## src/rtl/uart_tx_fifo.sv

```systemverilog
// FIFO-buffered UART transmitter: runtime prescale/parity/stop selection and line break.
// Frame config is captured when a word (or a break) starts, so mid-frame changes wait for the next frame.
module uart_tx_fifo #(
  parameter int DATA_BITS  = 8,
  parameter int FIFO_DEPTH = 16,
  parameter int PRESCALE_W = 16
) (
  input  logic                          clk_i,
  input  logic                          rstn_i,
  input  logic [PRESCALE_W-1:0]         prescale_i,
  input  logic [1:0]                    parity_i,
  input  logic                          stop2_i,
  input  logic                          break_i,
  input  logic [DATA_BITS-1:0]          s_axis_tdata,
  input  logic                          s_axis_tvalid,
  output logic                          s_axis_tready,
  output logic                          txd_o,
  output logic                          busy_o,
  output logic [$clog2(FIFO_DEPTH):0]   level_o
);
  localparam int AW = $clog2(FIFO_DEPTH);
  localparam int CW = AW + 1;
  localparam int TW = PRESCALE_W + 3;
  localparam int BW = 4;

  typedef enum logic [2:0] {
    S_IDLE, S_START, S_DATA, S_PARITY, S_STOP, S_BREAK, S_MARK
  } state_e;

  typedef struct packed {
    logic [PRESCALE_W-1:0] presc;
    logic [1:0]            parity;
    logic                  stop2;
  } cfg_t;

  state_e                 state_q, state_d;
  cfg_t                   cfg_q, cfg_d, cfg_in;
  logic [DATA_BITS-1:0]   shift_q, shift_d;
  logic                   par_q, par_d;
  logic [TW-1:0]          timer_q, timer_d;
  logic [TW-1:0]          reload_cur, reload_new;
  logic [BW-1:0]          bit_q, bit_d, brk_last;
  logic                   min_q, min_d;
  logic                   txd_q, txd_d;
  logic                   busy_q, busy_d;
  logic                   rdy_q, rdy_d;
  logic [CW-1:0]          count_q, count_d;
  logic [AW-1:0]          wr_q, wr_d, rd_q, rd_d;
  logic [DATA_BITS-1:0]   mem_q [FIFO_DEPTH];
  logic [DATA_BITS-1:0]   head;
  logic                   push, pop, tick;

  // prescale of 0 behaves as 1 so a bit is never shorter than 8 clocks
  always_comb begin
    cfg_in        = '0;
    cfg_in.presc  = (prescale_i == '0) ? PRESCALE_W'(1) : prescale_i;
    cfg_in.parity = parity_i;
    cfg_in.stop2  = stop2_i;
  end

  assign reload_new = {cfg_in.presc, 3'b000} - TW'(1);
  assign reload_cur = {cfg_q.presc, 3'b000} - TW'(1);
  assign tick       = (timer_q == '0);
  // index of the last bit period of a full frame, used as the minimum break length
  assign brk_last   = BW'(DATA_BITS + 1) + BW'(cfg_q.parity != 2'b00) + BW'(cfg_q.stop2);
  assign head       = mem_q[rd_q];

  assign s_axis_tready = rdy_q & (count_q != CW'(FIFO_DEPTH));
  assign push          = s_axis_tvalid & s_axis_tready;
  assign rdy_d         = 1'b1;

  always_comb begin
    state_d = state_q;
    cfg_d   = cfg_q;
    shift_d = shift_q;
    par_d   = par_q;
    bit_d   = bit_q;
    min_d   = min_q;
    timer_d = tick ? reload_cur : timer_q - TW'(1);
    txd_d   = 1'b1;
    pop     = 1'b0;
    case (state_q)
      S_IDLE: begin
        timer_d = reload_new;
        bit_d   = '0;
        min_d   = 1'b0;
        if (break_i) begin
          cfg_d   = cfg_in;
          state_d = S_BREAK;
        end else if (count_q != '0) begin
          pop     = 1'b1;
          cfg_d   = cfg_in;
          shift_d = head;
          case (parity_i)
            2'b01:   par_d = ~^head;
            2'b10:   par_d = ^head;
            default: par_d = 1'b0;
          endcase
          state_d = S_START;
        end
      end
      S_START: begin
        txd_d = 1'b0;
        if (tick) state_d = S_DATA;
      end
      S_DATA: begin
        txd_d = shift_q[0];
        if (tick) begin
          shift_d = shift_q >> 1;
          if (bit_q == BW'(DATA_BITS - 1)) begin
            bit_d   = '0;
            state_d = (cfg_q.parity != 2'b00) ? S_PARITY : S_STOP;
          end else begin
            bit_d = bit_q + BW'(1);
          end
        end
      end
      S_PARITY: begin
        txd_d = par_q;
        if (tick) state_d = S_STOP;
      end
      S_STOP: begin
        if (tick) begin
          if (cfg_q.stop2 && bit_q == '0) bit_d = BW'(1);
          else state_d = S_IDLE;
        end
      end
      S_BREAK: begin
        txd_d = 1'b0;
        // once the minimum is met, release follows break_i without waiting for a bit boundary
        if (min_q) begin
          if (!break_i) begin
            timer_d = reload_cur;
            state_d = S_MARK;
          end
        end else if (tick) begin
          if (bit_q == brk_last) begin
            if (!break_i) state_d = S_MARK;
            else min_d = 1'b1;
          end else begin
            bit_d = bit_q + BW'(1);
          end
        end
      end
      S_MARK: begin
        if (tick) state_d = S_IDLE;
      end
      default: state_d = S_IDLE;
    endcase
  end

  always_comb begin
    count_d = count_q;
    wr_d    = push ? wr_q + AW'(1) : wr_q;
    rd_d    = pop  ? rd_q + AW'(1) : rd_q;
    case ({push, pop})
      2'b10:   count_d = count_q + CW'(1);
      2'b01:   count_d = count_q - CW'(1);
      default: count_d = count_q;
    endcase
    busy_d = (state_d != S_IDLE) || (count_d != '0);
  end

  always_ff @(posedge clk_i) begin
    if (!rstn_i) begin
      state_q <= S_IDLE;
      cfg_q   <= '0;
      shift_q <= '0;
      par_q   <= 1'b0;
      timer_q <= '0;
      bit_q   <= '0;
      min_q   <= 1'b0;
      txd_q   <= 1'b1;
      busy_q  <= 1'b0;
      rdy_q   <= 1'b0;
      count_q <= '0;
      wr_q    <= '0;
      rd_q    <= '0;
    end else begin
      state_q <= state_d;
      cfg_q   <= cfg_d;
      shift_q <= shift_d;
      par_q   <= par_d;
      timer_q <= timer_d;
      bit_q   <= bit_d;
      min_q   <= min_d;
      txd_q   <= txd_d;
      busy_q  <= busy_d;
      rdy_q   <= rdy_d;
      count_q <= count_d;
      wr_q    <= wr_d;
      rd_q    <= rd_d;
    end
  end

  // storage needs no reset; the pointers define what is valid
  always_ff @(posedge clk_i) begin
    if (push) mem_q[wr_q] <= s_axis_tdata;
  end

  assign txd_o   = txd_q;
  assign busy_o  = busy_q;
  assign level_o = count_q;

endmodule

```

## config.mk

```make
export PLATFORM = sky130hd
export DESIGN_NAME = uart_tx_fifo
export DESIGN_NICKNAME = d
export VERILOG_FILES = /design/src/rtl/uart_tx_fifo.sv
export SDC_FILE = /design/constraint.sdc
export NUM_CORES = 1
export LEC_CHECK = 0
export ABC_AREA = 1
export BUFFER_PORTS_ARGS = -buffer_cell sky130_fd_sc_hd__buf_2
export CORE_ASPECT_RATIO = 0.7
export CORE_MARGIN = 10
export CORE_UTILIZATION = 50
export DETAILED_ROUTE_END_ITERATION = 16
export PLACE_DENSITY = 0.67
export RECOVER_POWER = 100
export SYNTH_ARGS = -nofsm -noshare
export SYNTH_HDL_FRONTEND = slang
export SYNTH_SLANG_ARGS = --single-unit
```

## constraint.sdc

```tcl
create_clock -name clk_i -period 7.8 [get_ports clk_i]
set_input_delay 0.39 -clock clk_i [delete_from_list [all_inputs] [get_ports clk_i]]
set_output_delay 0.39 -clock clk_i [all_outputs]
set_load 0.01 [all_outputs]
```

* Word level (Yosys, flattened, before mapping)
Memory sizes are Yosys's and may differ from the RTL's. A register that Yosys moved wholly into a read port is not among the register bits.
Cells that the tools add are included.
** Cells by class
- Add/subtract/negate cells :: 10
- Bitwise gates (word level) :: 3
- Eq/ne operators :: 21
- Mux-type cells :: 50
- Reductions and logical operators :: 21
** Operator list (number)
- $mux 19 :: 5
- $sub 19x1->19 const B :: 3
- $mux 3 :: 14
- $pmux 19 s2 :: 1
- $mux 4 :: 9
- $mux 8 :: 3
- $pmux 3 s7 :: 1
- $logic_not 19->1 :: 1
- $logic_not 16->1 :: 1
- $mux 16 :: 1
- $ne 2x2->1 const B :: 8
- $pmux 4 s4 :: 1
- $pmux 8 s2 :: 1
- $add 4x1->4 const B :: 3
- $mux 1 :: 10
- $pmux 5 s2 :: 1
- $reduce_bool 5->1 :: 2
- $eq 3x3->1 const B :: 3
- $reduce_bool 2->1 :: 4
- $reduce_xnor 8->1 :: 1
- $reduce_xor 8->1 :: 1
- $reduce_and 7->1 :: 1
- $eq 3x2->1 const B :: 2
- $add 5x1->5 const B :: 1
- 23 further kinds :: 27
** Storage, ports and cells
- Word-level logic and storage cells :: 121
- Output and inout port bits :: 8
- RAM bits :: 128
- Memories kept :: 1
- Register bits after elaboration :: 71
** Memory list
- mem_q :: depth 16, bits a word 8, rd ports 1, clocked after Yosys merged registers in 1, write ports 1, line 49 : logic [DATA_BITS-1:0] mem_q [FIFO_DEPTH];

* Longest topological paths before layout
- Word-level depth :: 10
- Mapped depth :: 20

* Least setup slack after synthesis
Ideal clock, no wire load.
- Path type :: register to register
- Start :: register state_q[0]
- End :: register busy_q (netlist: busy_o)
- Arrival :: 2.642 ns
- Stages on the path, launching flop included :: 18
- Clock period less this slack :: 2.776 ns
- Path slack :: 5.024 ns
- Path through :: dfxtp_1 -> buf_2 -> nor2_1 -> inv_1 -> nor2_1 -> buf_4 -> nand2_1 -> nor2_4 -> ha_1 -> xor2_1 -> ha_1 -> a21oi_1 -> or2_2 -> nor2_1 -> o21ai_0 -> xor2_1 -> o21ai_0 -> o2111ai_1
** On the way
- Longest elaborated chain between the ends :: 7
- Elaborated cells on any way between the ends :: 28
- Classes of those cells :: eq/ne (8); mux (16); reduce/logical (4)
** Ends and longest elaborated chain
- from (decl) :: line 36 : state_e state_q, state_d;
- from (signal assigned) :: line 180 : state_q <= state_d;
- $mux 3 :: line 132, 138
- $mux 3 :: line 137 : if (bit_q == brk_last) begin
- $mux 3 :: line 136 : end else if (tick) begin
- $mux 3 :: line 131 : if (min_q) begin
- $pmux 3 s7 :: line 82 : case (state_q)
- $reduce_bool 3->1 :: line 161 : busy_d = (state_d != S_IDLE) || (count_d != '0);
- $logic_or 1x1->1 (*) :: line 161
- to (signal assigned) :: line 188 : busy_q <= busy_d;
- to (decl) :: line 45 : logic busy_q, busy_d;
Mark *: on every way between the ends. The rest lies on a longest branch, timed or not.
A chain may end at the register's enable or synchronous reset.

* Worst setup path in the final report
Same ends and word-level chain as after synthesis.

==> flow_summary.toml <==
[worst_setup_path]
setup.worst_path.start_class = "flop"
timing.reg2reg.setup_slack_ns = 3.87
critical_path.endpoint = "busy_o$_SDFF_PN0_"
critical_path_required_ns = 8.20
worst_setup_path_end_kind = "flop"
cp-startpoint = "state_q[0]$_SDFF_PN0_"
worst_r2r_path_depth = 16
worst-path-max-fanout = 11
worst_ep_arrival_time_ns = 4.33
path_class = "reg2reg"
rr_startpoint = "state_q[0]$_SDFF_PN0_"
crit-reg2reg-capture = "busy_o$_SDFF_PN0_"

[sta]
post-route-min-period_ns = 3.93
max_freq_ghz = 0.254
timing_hold_violations_final = 0
final_setup_skew_ns = 0.0124
final.period_utilization = 0.504
timing.final.max_slew_violations = 106
rsz0062_at_grt = "false"
timing.slew.headroom = -0.365
final-setup-viol-count = 0
fin_setup_tns_ns = 0
max_slew.worst_pin.slew_ns = 2.05

[pwr]
leakagePower_nw = 4.52
sequentialPowerShare = 0.377
internal_power_mw = 2.27
sw_frac_of_total = 0.383
p_clk_frac = 0.273
netSwitchingPower_mw = 1.41
power.density_mw_per_mm2 = 336
power.ir.vdd_worst_uv = 164
power_frac_comb = 0.350
power.total_mw = 3.68

[clocking]
post_cts.repair.setup_buffers = 0
tritoncts_clock_tree = "done"
cts_buffers = 21
clock_latency_ns = 0.50
cts_sink_count = 203
cts_hold_buf = 0
number_of_buffers_between_clock_root_and_the_deepest_sink = 3
cts-resized-gates = 0
htreeDepth = 1
clock-root-buffer = "sky130_fd_sc_hd__clkbuf_16"
clkTransAtPathRegs_ns = 0.07

[min_path]
worst_hold_path_type = "in2reg"

[global_route]
maximum_number_of_pins_on_one_net_before_global_route_repair = 74
antenna_found_initial = 0
gr-usage-all-layers = 0.182
grt_first_pass_wirelength_mm = 39.0
gr-total-overflow = 0
grt_pass1_vias = 7251

[finish]
drive_gt1_frac = 0.0646
antennaDiodeCount = 0
layout.filler_cells = 1794
finish.cell_count_without_fillers = 1493
seqCellArea_sq_mm = 0.00535
area_taken_by_multi_input_logic_gates_sq_mm = 0.00385
layout-area-overhead-vs-synth_pct = 9.63
design.final.nets = 1252

[synthesis]
syn_nets = 1229
synth-main-ff-cell = "sky130_fd_sc_hd__edfxtp_1"
synth-seq-area-share = 0.535
synth_cells = 1185
synth_top_area_frac = 0.385
yosys.cell_count.top_type = "sky130_fd_sc_hd__nand2_1"
async_flop_share = 0
netlist.top_cell.by_area = "sky130_fd_sc_hd__edfxtp_1"
post_synth_instance_area_sq_mm = 0.00998
yosysWarningCount = 0
synth_common_cells = "sky130_fd_sc_hd__nand2_1, sky130_fd_sc_hd__nor2_1, sky130_fd_sc_hd__inv_1"
netlist_top_cells_area = "sky130_fd_sc_hd__edfxtp_1, sky130_fd_sc_hd__dfxtp_1, sky130_fd_sc_hd__nand2_1, sky130_fd_sc_hd__nand3_1, sky130_fd_sc_hd__nor2_1"
number_of_synthesized_register_bits = 203
postSynthAreaPerCell_sq_um = 8.42
synth-edff-count = 128
post_synth_num_cell_types = 47

[placed_design]
placedCellCount = 1455
detailedPlacementHpwl_mm = 16.5
buffer_ports.inserted = 38
gp_congestion = 0.912

[floorplan]
die-area_sq_mm = 0.0261
die_w_microns = 189
dieHeight_microns = 138
row_count = 43
floorplan.initialDensity = 0.507
design.core.area_sq_mm = 0.0197
top_level_ports = 39

[outcome]
status = "finished, violations left"
violations_in_the_final_reports = "capacitance limit, slew limit"

[drt]
num_vias = 8027
detail_route.wl_per_cell_microns = 16.4
drt_pass1_iterations = 5
drtAntennaViolNets = 0
route.detailed.vias_per_inst = 5.38
drt_iter0_drc = 818
detail_route.wirelength_mm = 24.4
detail_route.drc_violations = 0

[run]
max-cap-violations = 2
metrics by stage:
stage / setup WS, ns / hold slack [ns] / instance area, sq um / util
finish: 3.87 / 0.166 / 10900 / 0.556
global route: 3.55 / 0.164 / 10900 / 0.556
floorplan: 5.02 / 0.412 / 9980 / -
detailed placement: 4.20 / 0.435 / 10300 / 0.524
CTS: 4.17 / 0.151 / 11000 / 0.559
global placement: 4.33 / 0.437 / 10300 / 0.524
cells by family after synthesis:
group / count (synthesis) / synth area share
AND/OR/NAND/NOR: 576 / 0.245
flip-flops: 203 / 0.535
buffers and inverters: 184 / 0.0761
AO/OA/AOI/OAI: 175 / 0.0973
XOR/XNOR: 32 / 0.0281
adder cells (fa/ha/maj): 13 / 0.0163
multiplexers: 2 / 0.00201
registers in the layout, summed over array words and instances (netlist names), 3 cells and up, named ones only:
register  cells
bit_q         4
cfg_q        19
level_o       5
mem_q       128
rd_q          4
shift_q       8
state_q       3
timer_q      19
wr_q          4
layout by cell type (no fill, tap or decap), types with 8 or more instances in the layout:
| master | count |
|---|---|
| sky130_fd_sc_hd__a21oi_1 | 58 |
| sky130_fd_sc_hd__buf_2 | 21 |
| sky130_fd_sc_hd__clkbuf_1 | 21 |
| sky130_fd_sc_hd__clkbuf_16 | 22 |
| sky130_fd_sc_hd__dfxtp_1 | 74 |
| sky130_fd_sc_hd__edfxtp_1 | 128 |
| sky130_fd_sc_hd__ha_1 | 13 |
| sky130_fd_sc_hd__inv_1 | 141 |
| sky130_fd_sc_hd__nand2_1 | 301 |
| sky130_fd_sc_hd__nand3_1 | 99 |
| sky130_fd_sc_hd__nor2_1 | 134 |
| sky130_fd_sc_hd__nor3_1 | 11 |
| sky130_fd_sc_hd__o211ai_1 | 8 |
| sky130_fd_sc_hd__o21ai_0 | 77 |
| sky130_fd_sc_hd__xnor2_1 | 16 |
| sky130_fd_sc_hd__xor2_1 | 16 |
power by group through the flow:
stage               Combinational, mW  Sequential, mW  Clock [mW]
floorplan                        1.02            1.38           0
finish                           1.29            1.38        1.01
detailed placement               1.28            1.40           0
CTS                              1.29            1.38        1.02
global placement                 1.26            1.40           0
global route                     1.46            1.40        1.06
how the worst min path moves through the flow:
stage | start | to | slack, ns | cells after the start
after CTS | parity_i[0] | cfg_q[1]$_SDFFE_PN0P_ | 0.15 | 3
after global placement | rd_q[3]$_SDFFE_PN0N_ | rd_q[3]$_SDFFE_PN0N_ | 0.44 | 1
final | parity_i[0] | cfg_q[1]$_SDFFE_PN0P_ | 0.17 | 3
after detailed placement | rd_q[3]$_SDFFE_PN0N_ | rd_q[3]$_SDFFE_PN0N_ | 0.44 | 1
after floorplan | rd_q[3]$_SDFFE_PN0N_ | flop | 0.41 | 1
after global routing | parity_i[0] | cfg_q[1]$_SDFFE_PN0P_ | 0.16 | 3
metal layers:
metal | global-route usage | vias to the layer above | wire length (microns)
li1 | - | 3949 | -
met1 | 0.293 | 3711 | 12400
met2 | 0.245 | 336 | 9590
met3 | 0.0299 | 31 | 2040
met4 | 0.0350 | 0 | 375
met5 | 0 | - | 0
critical path, cell delays in order (launching register included):
cell	delay (ns)
sky130_fd_sc_hd__dfxtp_1	0.38
sky130_fd_sc_hd__nor2_1	0.11
sky130_fd_sc_hd__inv_1	0.07
sky130_fd_sc_hd__nor2_1	0.69
sky130_fd_sc_hd__nand2_1	0.17
sky130_fd_sc_hd__nor2_1	0.47
sky130_fd_sc_hd__ha_1	0.36
sky130_fd_sc_hd__xor2_1	0.23
sky130_fd_sc_hd__ha_1	0.19
sky130_fd_sc_hd__a21oi_1	0.05
sky130_fd_sc_hd__or2_2	0.31
sky130_fd_sc_hd__nor2_1	0.12
sky130_fd_sc_hd__a21oi_1	0.07
sky130_fd_sc_hd__o21ai_0	0.11
sky130_fd_sc_hd__xor2_1	0.20
sky130_fd_sc_hd__o21ai_0	0.11
sky130_fd_sc_hd__o2111ai_1	0.19
area by class of cell:
cell class / count / area share
sequential: 203 / 0.489
multi-input combinational: 798 / 0.352
clock buffer: 25 / 0.0513
inverter: 143 / 0.0491
tap: 270 / 0.0309
timing repair buffer: 41 / 0.0172
clock inverter: 13 / 0.0114
(Power assumes the default switching activity.)
